File: src/rtl/alu_pipe.sv
// Handshaked, width-parametrised ALU with registered result/flags and an
// iterative shift-add multiplier for MUL/MULHU.
module alu_pipe #(
    parameter  int WIDTH = 32,
    localparam int SHW   = $clog2(WIDTH)
) (
    input  logic             clk,
    input  logic             rst_n,
    input  logic             in_valid,
    output logic             in_ready,
    input  logic [WIDTH-1:0] a,
    input  logic [WIDTH-1:0] b,
    input  logic [3:0]       op,
    output logic             out_valid,
    input  logic             out_ready,
    output logic [WIDTH-1:0] result,
    output logic             carry,
    output logic             overflow,
    output logic             zero,
    output logic             negative
);

    localparam logic [3:0] OP_ADD   = 4'd0;
    localparam logic [3:0] OP_SUB   = 4'd1;
    localparam logic [3:0] OP_MUL   = 4'd2;
    localparam logic [3:0] OP_MULHU = 4'd3;
    localparam logic [3:0] OP_SLL   = 4'd4;
    localparam logic [3:0] OP_SRL   = 4'd5;
    localparam logic [3:0] OP_ROL   = 4'd6;
    localparam logic [3:0] OP_ROR   = 4'd7;
    localparam logic [3:0] OP_AND   = 4'd8;
    localparam logic [3:0] OP_OR    = 4'd9;
    localparam logic [3:0] OP_XOR   = 4'd10;
    localparam logic [3:0] OP_NOR   = 4'd11;
    localparam logic [3:0] OP_NAND  = 4'd12;
    localparam logic [3:0] OP_XNOR  = 4'd13;
    localparam logic [3:0] OP_SLTU  = 4'd14;
    localparam logic [3:0] OP_EQ    = 4'd15;

    localparam logic [SHW-1:0] CNT_LAST = SHW'(WIDTH - 1);

    typedef enum logic {
        IDLE,
        MULT
    } state_t;

    state_t             state;
    logic [2*WIDTH-1:0] acc;
    logic [2*WIDTH-1:0] mshift;
    logic [WIDTH-1:0]   mb;
    logic               mhigh;
    logic [SHW-1:0]     cnt;

    logic               in_fire;
    logic               is_mul;
    logic [SHW-1:0]     sh;
    logic [SHW:0]       inv_sh;
    logic [WIDTH:0]     sum_ext;
    logic [WIDTH:0]     diff_ext;
    logic [WIDTH-1:0]   alu_res;
    logic               alu_c;
    logic               alu_v;

    logic [2*WIDTH-1:0] acc_next;
    logic [WIDTH-1:0]   mul_res;

    assign in_ready = (state == IDLE) && (!out_valid || out_ready);
    assign in_fire  = in_valid && in_ready;
    assign is_mul   = (op == OP_MUL) || (op == OP_MULHU);
    assign sh       = b[SHW-1:0];
    // Complementary shift for rotates; a shift of WIDTH yields zero when sh == 0.
    assign inv_sh   = (SHW+1)'(WIDTH) - {1'b0, sh};
    assign sum_ext  = {1'b0, a} + {1'b0, b};
    assign diff_ext = {1'b0, a} - {1'b0, b};

    always_comb begin
        alu_res = '0;
        alu_c   = 1'b0;
        alu_v   = 1'b0;
        case (op)
            OP_ADD: begin
                alu_res = sum_ext[WIDTH-1:0];
                alu_c   = sum_ext[WIDTH];
                alu_v   = (a[WIDTH-1] == b[WIDTH-1]) && (alu_res[WIDTH-1] != a[WIDTH-1]);
            end
            OP_SUB: begin
                alu_res = diff_ext[WIDTH-1:0];
                alu_c   = diff_ext[WIDTH];
                alu_v   = (a[WIDTH-1] != b[WIDTH-1]) && (alu_res[WIDTH-1] != a[WIDTH-1]);
            end
            OP_SLL:  alu_res = a << sh;
            OP_SRL:  alu_res = a >> sh;
            OP_ROL:  alu_res = (a << sh) | (a >> inv_sh);
            OP_ROR:  alu_res = (a >> sh) | (a << inv_sh);
            OP_AND:  alu_res = a & b;
            OP_OR:   alu_res = a | b;
            OP_XOR:  alu_res = a ^ b;
            OP_NOR:  alu_res = ~(a | b);
            OP_NAND: alu_res = ~(a & b);
            OP_XNOR: alu_res = ~(a ^ b);
            OP_SLTU: alu_res = {{(WIDTH-1){1'b0}}, diff_ext[WIDTH]};
            OP_EQ:   alu_res = {{(WIDTH-1){1'b0}}, (a == b)};
            default: alu_res = '0;
        endcase
    end

    // One partial product per cycle: the multiplicand walks left, the multiplier right.
    assign acc_next = acc + (mb[0] ? mshift : '0);
    assign mul_res  = mhigh ? acc_next[2*WIDTH-1:WIDTH] : acc_next[WIDTH-1:0];

    always_ff @(posedge clk or negedge rst_n) begin
        if (!rst_n) begin
            state     <= IDLE;
            out_valid <= 1'b0;
            result    <= '0;
            carry     <= 1'b0;
            overflow  <= 1'b0;
            zero      <= 1'b0;
            negative  <= 1'b0;
            acc       <= '0;
            mshift    <= '0;
            mb        <= '0;
            mhigh     <= 1'b0;
            cnt       <= '0;
        end else begin
            case (state)
                IDLE: begin
                    if (in_fire && is_mul) begin
                        mshift    <= {{WIDTH{1'b0}}, a};
                        mb        <= b;
                        mhigh     <= op[0];
                        acc       <= '0;
                        cnt       <= '0;
                        out_valid <= 1'b0;
                        state     <= MULT;
                    end else if (in_fire) begin
                        result    <= alu_res;
                        carry     <= alu_c;
                        overflow  <= alu_v;
                        zero      <= (alu_res == '0);
                        negative  <= alu_res[WIDTH-1];
                        out_valid <= 1'b1;
                    end else if (out_ready) begin
                        out_valid <= 1'b0;
                    end
                end
                MULT: begin
                    acc    <= acc_next;
                    mshift <= mshift << 1;
                    mb     <= mb >> 1;
                    cnt    <= cnt + 1'b1;
                    if (cnt == CNT_LAST) begin
                        result    <= mul_res;
                        carry     <= (acc_next[2*WIDTH-1:WIDTH] != '0);
                        overflow  <= 1'b0;
                        zero      <= (mul_res == '0);
                        negative  <= mul_res[WIDTH-1];
                        out_valid <= 1'b1;
                        state     <= IDLE;
                    end
                end
                default: state <= IDLE;
            endcase
        end
    end

endmodule

File: config.mk
export PLATFORM = sky130hd
export DESIGN_NAME = alu_pipe
export DESIGN_NICKNAME = d
export VERILOG_FILES = /design/src/rtl/alu_pipe.sv
export SDC_FILE = /design/constraint.sdc
export NUM_CORES = 1
export LEC_CHECK = 0
export CAP_MARGIN = 25
export CELL_PAD_IN_SITES_DETAIL_PLACEMENT = 1
export CELL_PAD_IN_SITES_GLOBAL_PLACEMENT = 2
export CORE_UTILIZATION = 33
export CTS_CLUSTER_DIAMETER = 200
export DETAILED_ROUTE_END_ITERATION = 7
export PLACE_DENSITY = 0.84
export SLEW_MARGIN = 5
export SYNTH_ARGS = -nofsm -noshare
export SYNTH_HDL_FRONTEND = slang
export SYNTH_SLANG_ARGS = --single-unit
File: constraint.sdc
create_clock -name clk -period 9.7 [get_ports clk]
set_input_delay 1.455 -clock clk [delete_from_list [all_inputs] [get_ports clk]]
set_output_delay 1.455 -clock clk [all_outputs]
set_load 0.005 [all_outputs]
After elaboration in Yosys (flattened, before gate mapping)

Cells that the tools add are included.

Memories kept: 0
ROM bits: 0
Latch bits: 0
Bits of input ports: 72
Flip-flop bits (word level): 204
Word-level logic and storage cells: 112
Output and inout bits: 38
RAM bits: 0

Add/sub/neg operators: 5
Bitwise logic cells: 9
Reduce and logical (&&, ||, !) cells: 15
Shifts and indexed selects: 4
Divide/modulo/power cells: 0
Mux-type cells: 41
Equality and inequality tests: 26
Order comparisons: 0
Multipliers: 0

Operators by type and width:

| cell                                                 | count |
|---|---|
| one-hot mux 32 bit (14 select lines)                 | 1 |
| one-hot mux 64 bit (2 select lines)                  | 2 |
| two-way mux 64 bit                                   | 3 |
| two-way mux 32 bit                                   | 5 |
| one-hot mux 32 bit (2 select lines)                  | 2 |
| inverter 32 bit                                      | 3 |
| bitwise OR 32 bit                                    | 3 |
| adder 64 bit                                         | 1 |
| zero test 32 bit                                     | 2 |
| adder 32 x 32 -> 33 bit                              | 1 |
| subtractor 32 x 32 -> 33 bit                         | 1 |
| bitwise AND 32 bit                                   | 1 |
| equality test 32 bit                                 | 1 |
| equality test 4 bit (second input constant)          | 8 |
| nonzero test 32 bit                                  | 1 |
| << shifter 32 x 5 -> 32 bit                          | 1 |
| << shifter 32 x 6 -> 32 bit                          | 1 |
| right shift 32 x 5 -> 32 bit                         | 1 |
| right shift 32 x 6 -> 32 bit                         | 1 |
| XOR 32 bit                                           | 1 |
| two-way mux 1 bit                                    | 18 |
| equality test 4 x 3 -> 1 bit (second input constant) | 4 |
| one-hot mux 1 bit (2 select lines)                   | 8 |
| one-hot mux 5 bit (2 select lines)                   | 1 |
| other kinds (18)                                     | 29 |

Logic depth before layout (Yosys ltp)

Depth in word-level cells: 8
Mapped depth: 23
Mapped depth without buffers: 16

Worst setup path after synthesis

OpenSTA, ideal clock, no wires.

Path type: input port to flip-flop
Start: input port b[0]
End: register zero
Cell stages on the path: 20
Arrival time: 5724 ps
Library setup time: 66 ps
Setup slack: 3911 ps
Required time: 9634 ps
Path buffers: 7
Cell sequence: buf_6 buf_8 inv_2 buf_6 clkbuf_1 clkbuf_1 ha_1 buf_2 xor2_2 clkbuf_1 mux2i_1 nor3_1 a2111oi_0 nand3_1 nor4_1 nand4_1 nor4_1 nand4_1 o31ai_1 a31o_1

Cells in the longest elaborated chain, start to end: 8
Elaborated cells between the ends (all ways): 21
Those cells by class: add/sub (3); eq/ne (1); shift (4); mux (4); bitwise (8); reduce/logical (1)

Ends and longest elaborated chain:

| item                                                                               | RTL line | RTL |
|---|---|---|
| start, declared                                                                    | 12       | `input logic [WIDTH-1:0] b,` |
| subtractor 6 x 5 -> 6 bit                                                          | 72       | `assign inv_sh = (SHW+1)'(WIDTH) - {1'b0, sh};` |
| << shifter 32 x 6 -> 32 bit / right shift 32 x 6 -> 32 bit (equally long branches) | 94, 93   |  |
| bitwise OR 32 bit, on equally long branches                                        | 94, 93   |  |
| one-hot mux 32 bit (14 select lines) (*)                                           | 80       | `case (op)` |
| zero test 32 bit (*)                                                               | 140      | `zero <= (alu_res == '0);` |
| two-way mux 1 bit (*)                                                              | 136      | `end else if (in_fire) begin` |
| two-way mux 1 bit (*)                                                              | 128      | `if (in_fire && is_mul) begin` |
| one-hot mux 1 bit (2 select lines) (*)                                             | 126      | `case (state)` |
| end signal, assigned                                                               | 140      |  |
| end signal, assigned                                                               | 156      | `zero <= (mul_res == '0);` |
| end, declared                                                                      | 19       | `output logic zero,` |

Mark *: on every way between the ends. The rest lies on a longest branch, timed or not. The select of a mux whose other input is x is not followed.
A chain may end at the register's enable or synchronous reset.

Worst setup path in the final report

Start: input port b[4]
End: register zero

Same word-level chain as after synthesis.

==> Implementation_results.wiki <==
{| class="wikitable"
! Metric !! Value
|-
| Result of the run || finished clean
|-
| Hold Path Class || flip-flop to flip-flop
|-
| Die Y-Extent || 291 um
|-
| Type of the setup path with the least slack || primary input to flip-flop
|-
| Metal3 WL || approximately 18000 um
|-
| Total of cells resized after clock tree synthesis || 0
|-
| Effective utilization at floorplan || between 30 and 40%
|-
| Dominant cells by area after synthesis || dfrtp_1, mux4_2, ha_1
|-
| Post-DR wirelength/cell || 32.5 um
|-
| Worst vdd ir || approximately 0.18 mV
|-
| Distinct cell type count after synthesis || 107
|-
| Max Fclk || 0.145 GHz
|-
| Count of flip-flops with a built-in enable after synthesis || 0
|-
| Layout overhead on the synthesized area || 10.0%
|-
| Required time of the critical path || just over 10 ns
|-
| Count of buffers from port buffering || 109
|-
| Number of nets in the synthesized netlist || 3793
|-
| Top FF cell, synth || dfrtp_1
|-
| Series of cell instances along the critical path || clkdlybuf4s50_1 > clkinv_1 > ha_1 > o211a_1 > o31a_1 > o2111ai_1 > mux2_2 > o2111ai_1 > a2111oi_0 > o21ai_1 > nor4_1 > nand4b_1 > nor4_1 > nand4_1 > o31ai_1 > a31o_1
|-
| Proportion of synthesized chip area in sequential cells || between 10% and 20%
|-
| Total I/O pin count || between 100 and 150
|-
| Fillers || roughly 10k
|-
| Uppermost routed layer || met5
|-
| Total via count in the routed design || 30.5k
|-
| Async SR Flop Fraction || 100%
|-
| Weighted congestion reported at the end of routability-driven placement || roughly 1.1
|-
| Finish-stage setup viols || 0
|-
| Total of max-cap violations || 0
|-
| Number of antenna violations at the first check in global routing || 14
|-
| Total Die Area || 84500 um^2
|-
| Transition time at the pin with the least slew margin || 1.13 ns
|-
| GRT overflow || 0
|-
| Fraction of the cycle the final worst path needs || a little under three quarters
|-
| CTS tree || done
|-
| DRC || 0
|-
| Post-synthesis cell type with the largest combined area || dfrtp_1
|-
| WP buf/inv || 2
|-
| Final wirelength || 148000 um
|-
| Number of hold buffers added after cts || 0
|-
| Remaining max-slew budget at the tightest pin || 22.6%
|-
| TritonRoute pass-1 iters || 6
|-
| Wire length of the first global-routing pass || 214000 um
|-
| Worst-path maximum fanout || 12
|-
| Layout cells sized above 1 || between 10% and 20%
|-
| RSZ-0062 raised after global routing || false
|-
| Clock edge transition at the registers on the reported setup and hold paths || 0.06 ns
|-
| CP peak stage delay || 0.84 ns
|-
| Detail-routed via count per cell || ~6.7
|-
| Nets@finish || roughly 3.7k
|-
| Syn Inst Count || 3544
|-
| CTS H-tree lvls || 1
|-
| Number of placement rows || 105
|-
| Number of endpoints with negative hold slack in the final report || 0
|-
| Synthesis warning total || 0
|-
| Slowest library cell on the worst path || clkdlybuf4s50_1
|-
| Mapped Area || approximately 28000 um^2
|-
| Dpl cells || 4511
|-
| Met2 layer wire length in the routed design || between 60000 and 70000 um
|-
| Startpoint type of the worst setup path || primary input
|-
| Largest net degree at the start of global routing || 135
|-
| Kind of capture point of the worst setup path || flip-flop
|-
| Final Max Slew Viols || 0
|-
| Worst EP arrival || 7.42 ns
|-
| Total half-perimeter wirelength after legalization and detailed placement || between 100000 and 150000 um
|-
| Mean instance size in the synthesized netlist || 7.76 um^2
|-
| Wl on met1 || between 60000 and 70000 um
|-
| DIE WIDTH || 291 um
|-
| Via count of the first global-routing pass || 29.7k
|-
| Sink Count || ~200
|-
| Buffers inserted by post-CTS timing repair || 0
|-
| Number of synthesized register bits || between 200 and 250
|-
| Share of the synthesized area in the top cell type || 18.5%
|-
| Core area || 82200 um^2
|-
| Shortest period the worst path allows || 6.90 ns
|-
| CTS root buf || clkbuf_16
|-
| Static leakage || 12.7 nW
|-
| Number of design-rule violations left by the first detailed-router iteration || 4357
|-
| Max clock buf depth || 3
|-
| Ratio of total power to cell area || ~200 nW/um^2
|-
| Routed Antenna Nets || 0
|-
| TritonCTS Buffers || 26
|-
| Worst hold slack || about 0.48 ns
|-
| GRT Overall Usage || 34.1%
|-
| Final setup skew || 0.0150 ns
|-
| Final instance count without filler cells || 4566
|-
| Clk_lat worst skew || 0.59 ns
|-
| Top cell family by delay on the critical path || compound AO/OA/AOI/OAI gates
|-
| Sum of negative setup slack || 0 ns
|}
[metal layers]
layer	vias to the layer above	global-route usage [%]
li1	12900	-
met1	15400	47.8
met2	1790	48.5
met3	332	10.7
met4	8	12.4
met5	-	0
[report_power, final]
part,switching (mW),internal (mW)
Combinational,2.28,1.20
Clock,0.443,0.584
Sequential,0.344,1.19
[layout by cell type (no fill, tap or decap), drive strengths merged, types with 23 or more instances in the layout]
master,Yosys,layout
buf,110,106
nand3,85,85
a21oi,231,231
a22oi,42,42
nor2b,29,29
o22ai,70,70
nor3,83,83
a31oi,33,33
o211ai,36,36
a21o,46,46
and2,77,77
ha,174,174
nand4,53,53
nor2,322,322
mux2i,176,176
mux2,26,26
nor4,28,28
xor2,37,37
mux4,116,116
o221ai,26,26
inv,105,108
xnor2,78,78
clkbuf,195,38
dfrtp,203,203
a211oi,43,43
nand2,460,460
o21ai,299,299
clkdlybuf4s50,0,96
nand2b,23,23
[worst paths after layout]
| check | from | end | slack, ns | cells after the start |
|---|---|---|---|---|
| max | b[4] | zero | 2.80 | 16 |
| min | mb[17] | mb[16] | 0.48 | 2 |
| max reg2reg | mb[0] | zero | 4.09 | 17 |
| min reg2reg | mb[17] | mb[16] | 0.48 | 2 |
| max in group asynchronous | rst_n | state | 7.55 | 2 |
| min in group asynchronous | rst_n | acc[28] | 0.82 | 1 |
[stage by stage]
stage | power (mW) | worst slack [ns] | util [%] | cell area, um^2
3_3_place_gp | 4.87 | 2.63 | 35.7 | 29400
5_1_grt | 6.37 | 2.59 | 36.8 | 30200
2_1_floorplan | 3.55 | 3.91 | - | 27500
3_5_place_dp | 4.92 | 2.50 | 35.7 | 29400
6_report | 6.05 | 2.80 | 36.8 | 30300
4_1_cts | 5.98 | 3.08 | 36.8 | 30200
[cells in the mapped netlist, types with 9 or more instances]
library cell,instances
a2111oi_0,9
a211o_1,15
a211oi_1,43
a21o_1,46
a21oi_1,230
a221oi_1,11
a22o_1,20
a22oi_1,41
a31oi_1,32
and2_1,77
and3_1,19
buf_1,28
buf_2,58
buf_4,16
clkbuf_1,194
dfrtp_1,203
ha_1,174
inv_1,102
mux2_2,25
mux2i_1,175
mux4_2,116
nand2_1,460
nand2b_1,23
nand3_1,84
nand4_1,53
nor2_1,321
nor2b_1,29
nor3_1,82
nor4_1,27
o211ai_1,36
o21a_1,17
o21ai_0,287
o21ai_1,12
o21bai_1,16
o221ai_1,26
o22a_1,14
o22ai_1,70
o31ai_1,19
o32ai_1,14
or3_1,14
or4_1,9
xnor2_1,78
xor2_1,36
[tightest hold or removal path, stage by stage, from the launching register on]
cell,delay (ns)
dfrtp_1,0.34
nand2_1,0.05
o21ai_0,0.06
[logic make-up after synthesis]
kind of cell               share of synthesized area (%)
xor gates and xnor gates                            3.69
AOI/OAI and AO/OA                                   25.5
adders and majority gates                           8.13
buffers and inverters                               6.37
muxes                                               17.0
and+or+nand+nor                                     20.9
DFF                                                 18.5
[flip-flops by register name, indices dropped and copies added, names as in the netlist]
| signal | flops |
|---|---|
| state | 1 |
| out_valid | 1 |
| acc | 64 |
| cnt | 5 |
| mshift | 64 |
| overflow | 1 |
| mhigh | 1 |
| zero | 1 |
| mb | 32 |
| carry | 1 |
| result | 32 |
[layout make-up]
class | count | area [um^2] | area share [%]
antenna | 6 | 15.0 | 0.0496
clock buffer | 37 | 772 | 2.55
clock inverter | 11 | 110 | 0.364
inverter | 109 | 409 | 1.35
multi-input combinational | 2927 | 20800 | 68.6
sequential | 203 | 5080 | 16.8
tap | 1070 | 1340 | 4.42
timing repair buffer | 203 | 1770 | 5.84
Power figures use the tool's default switching activity.
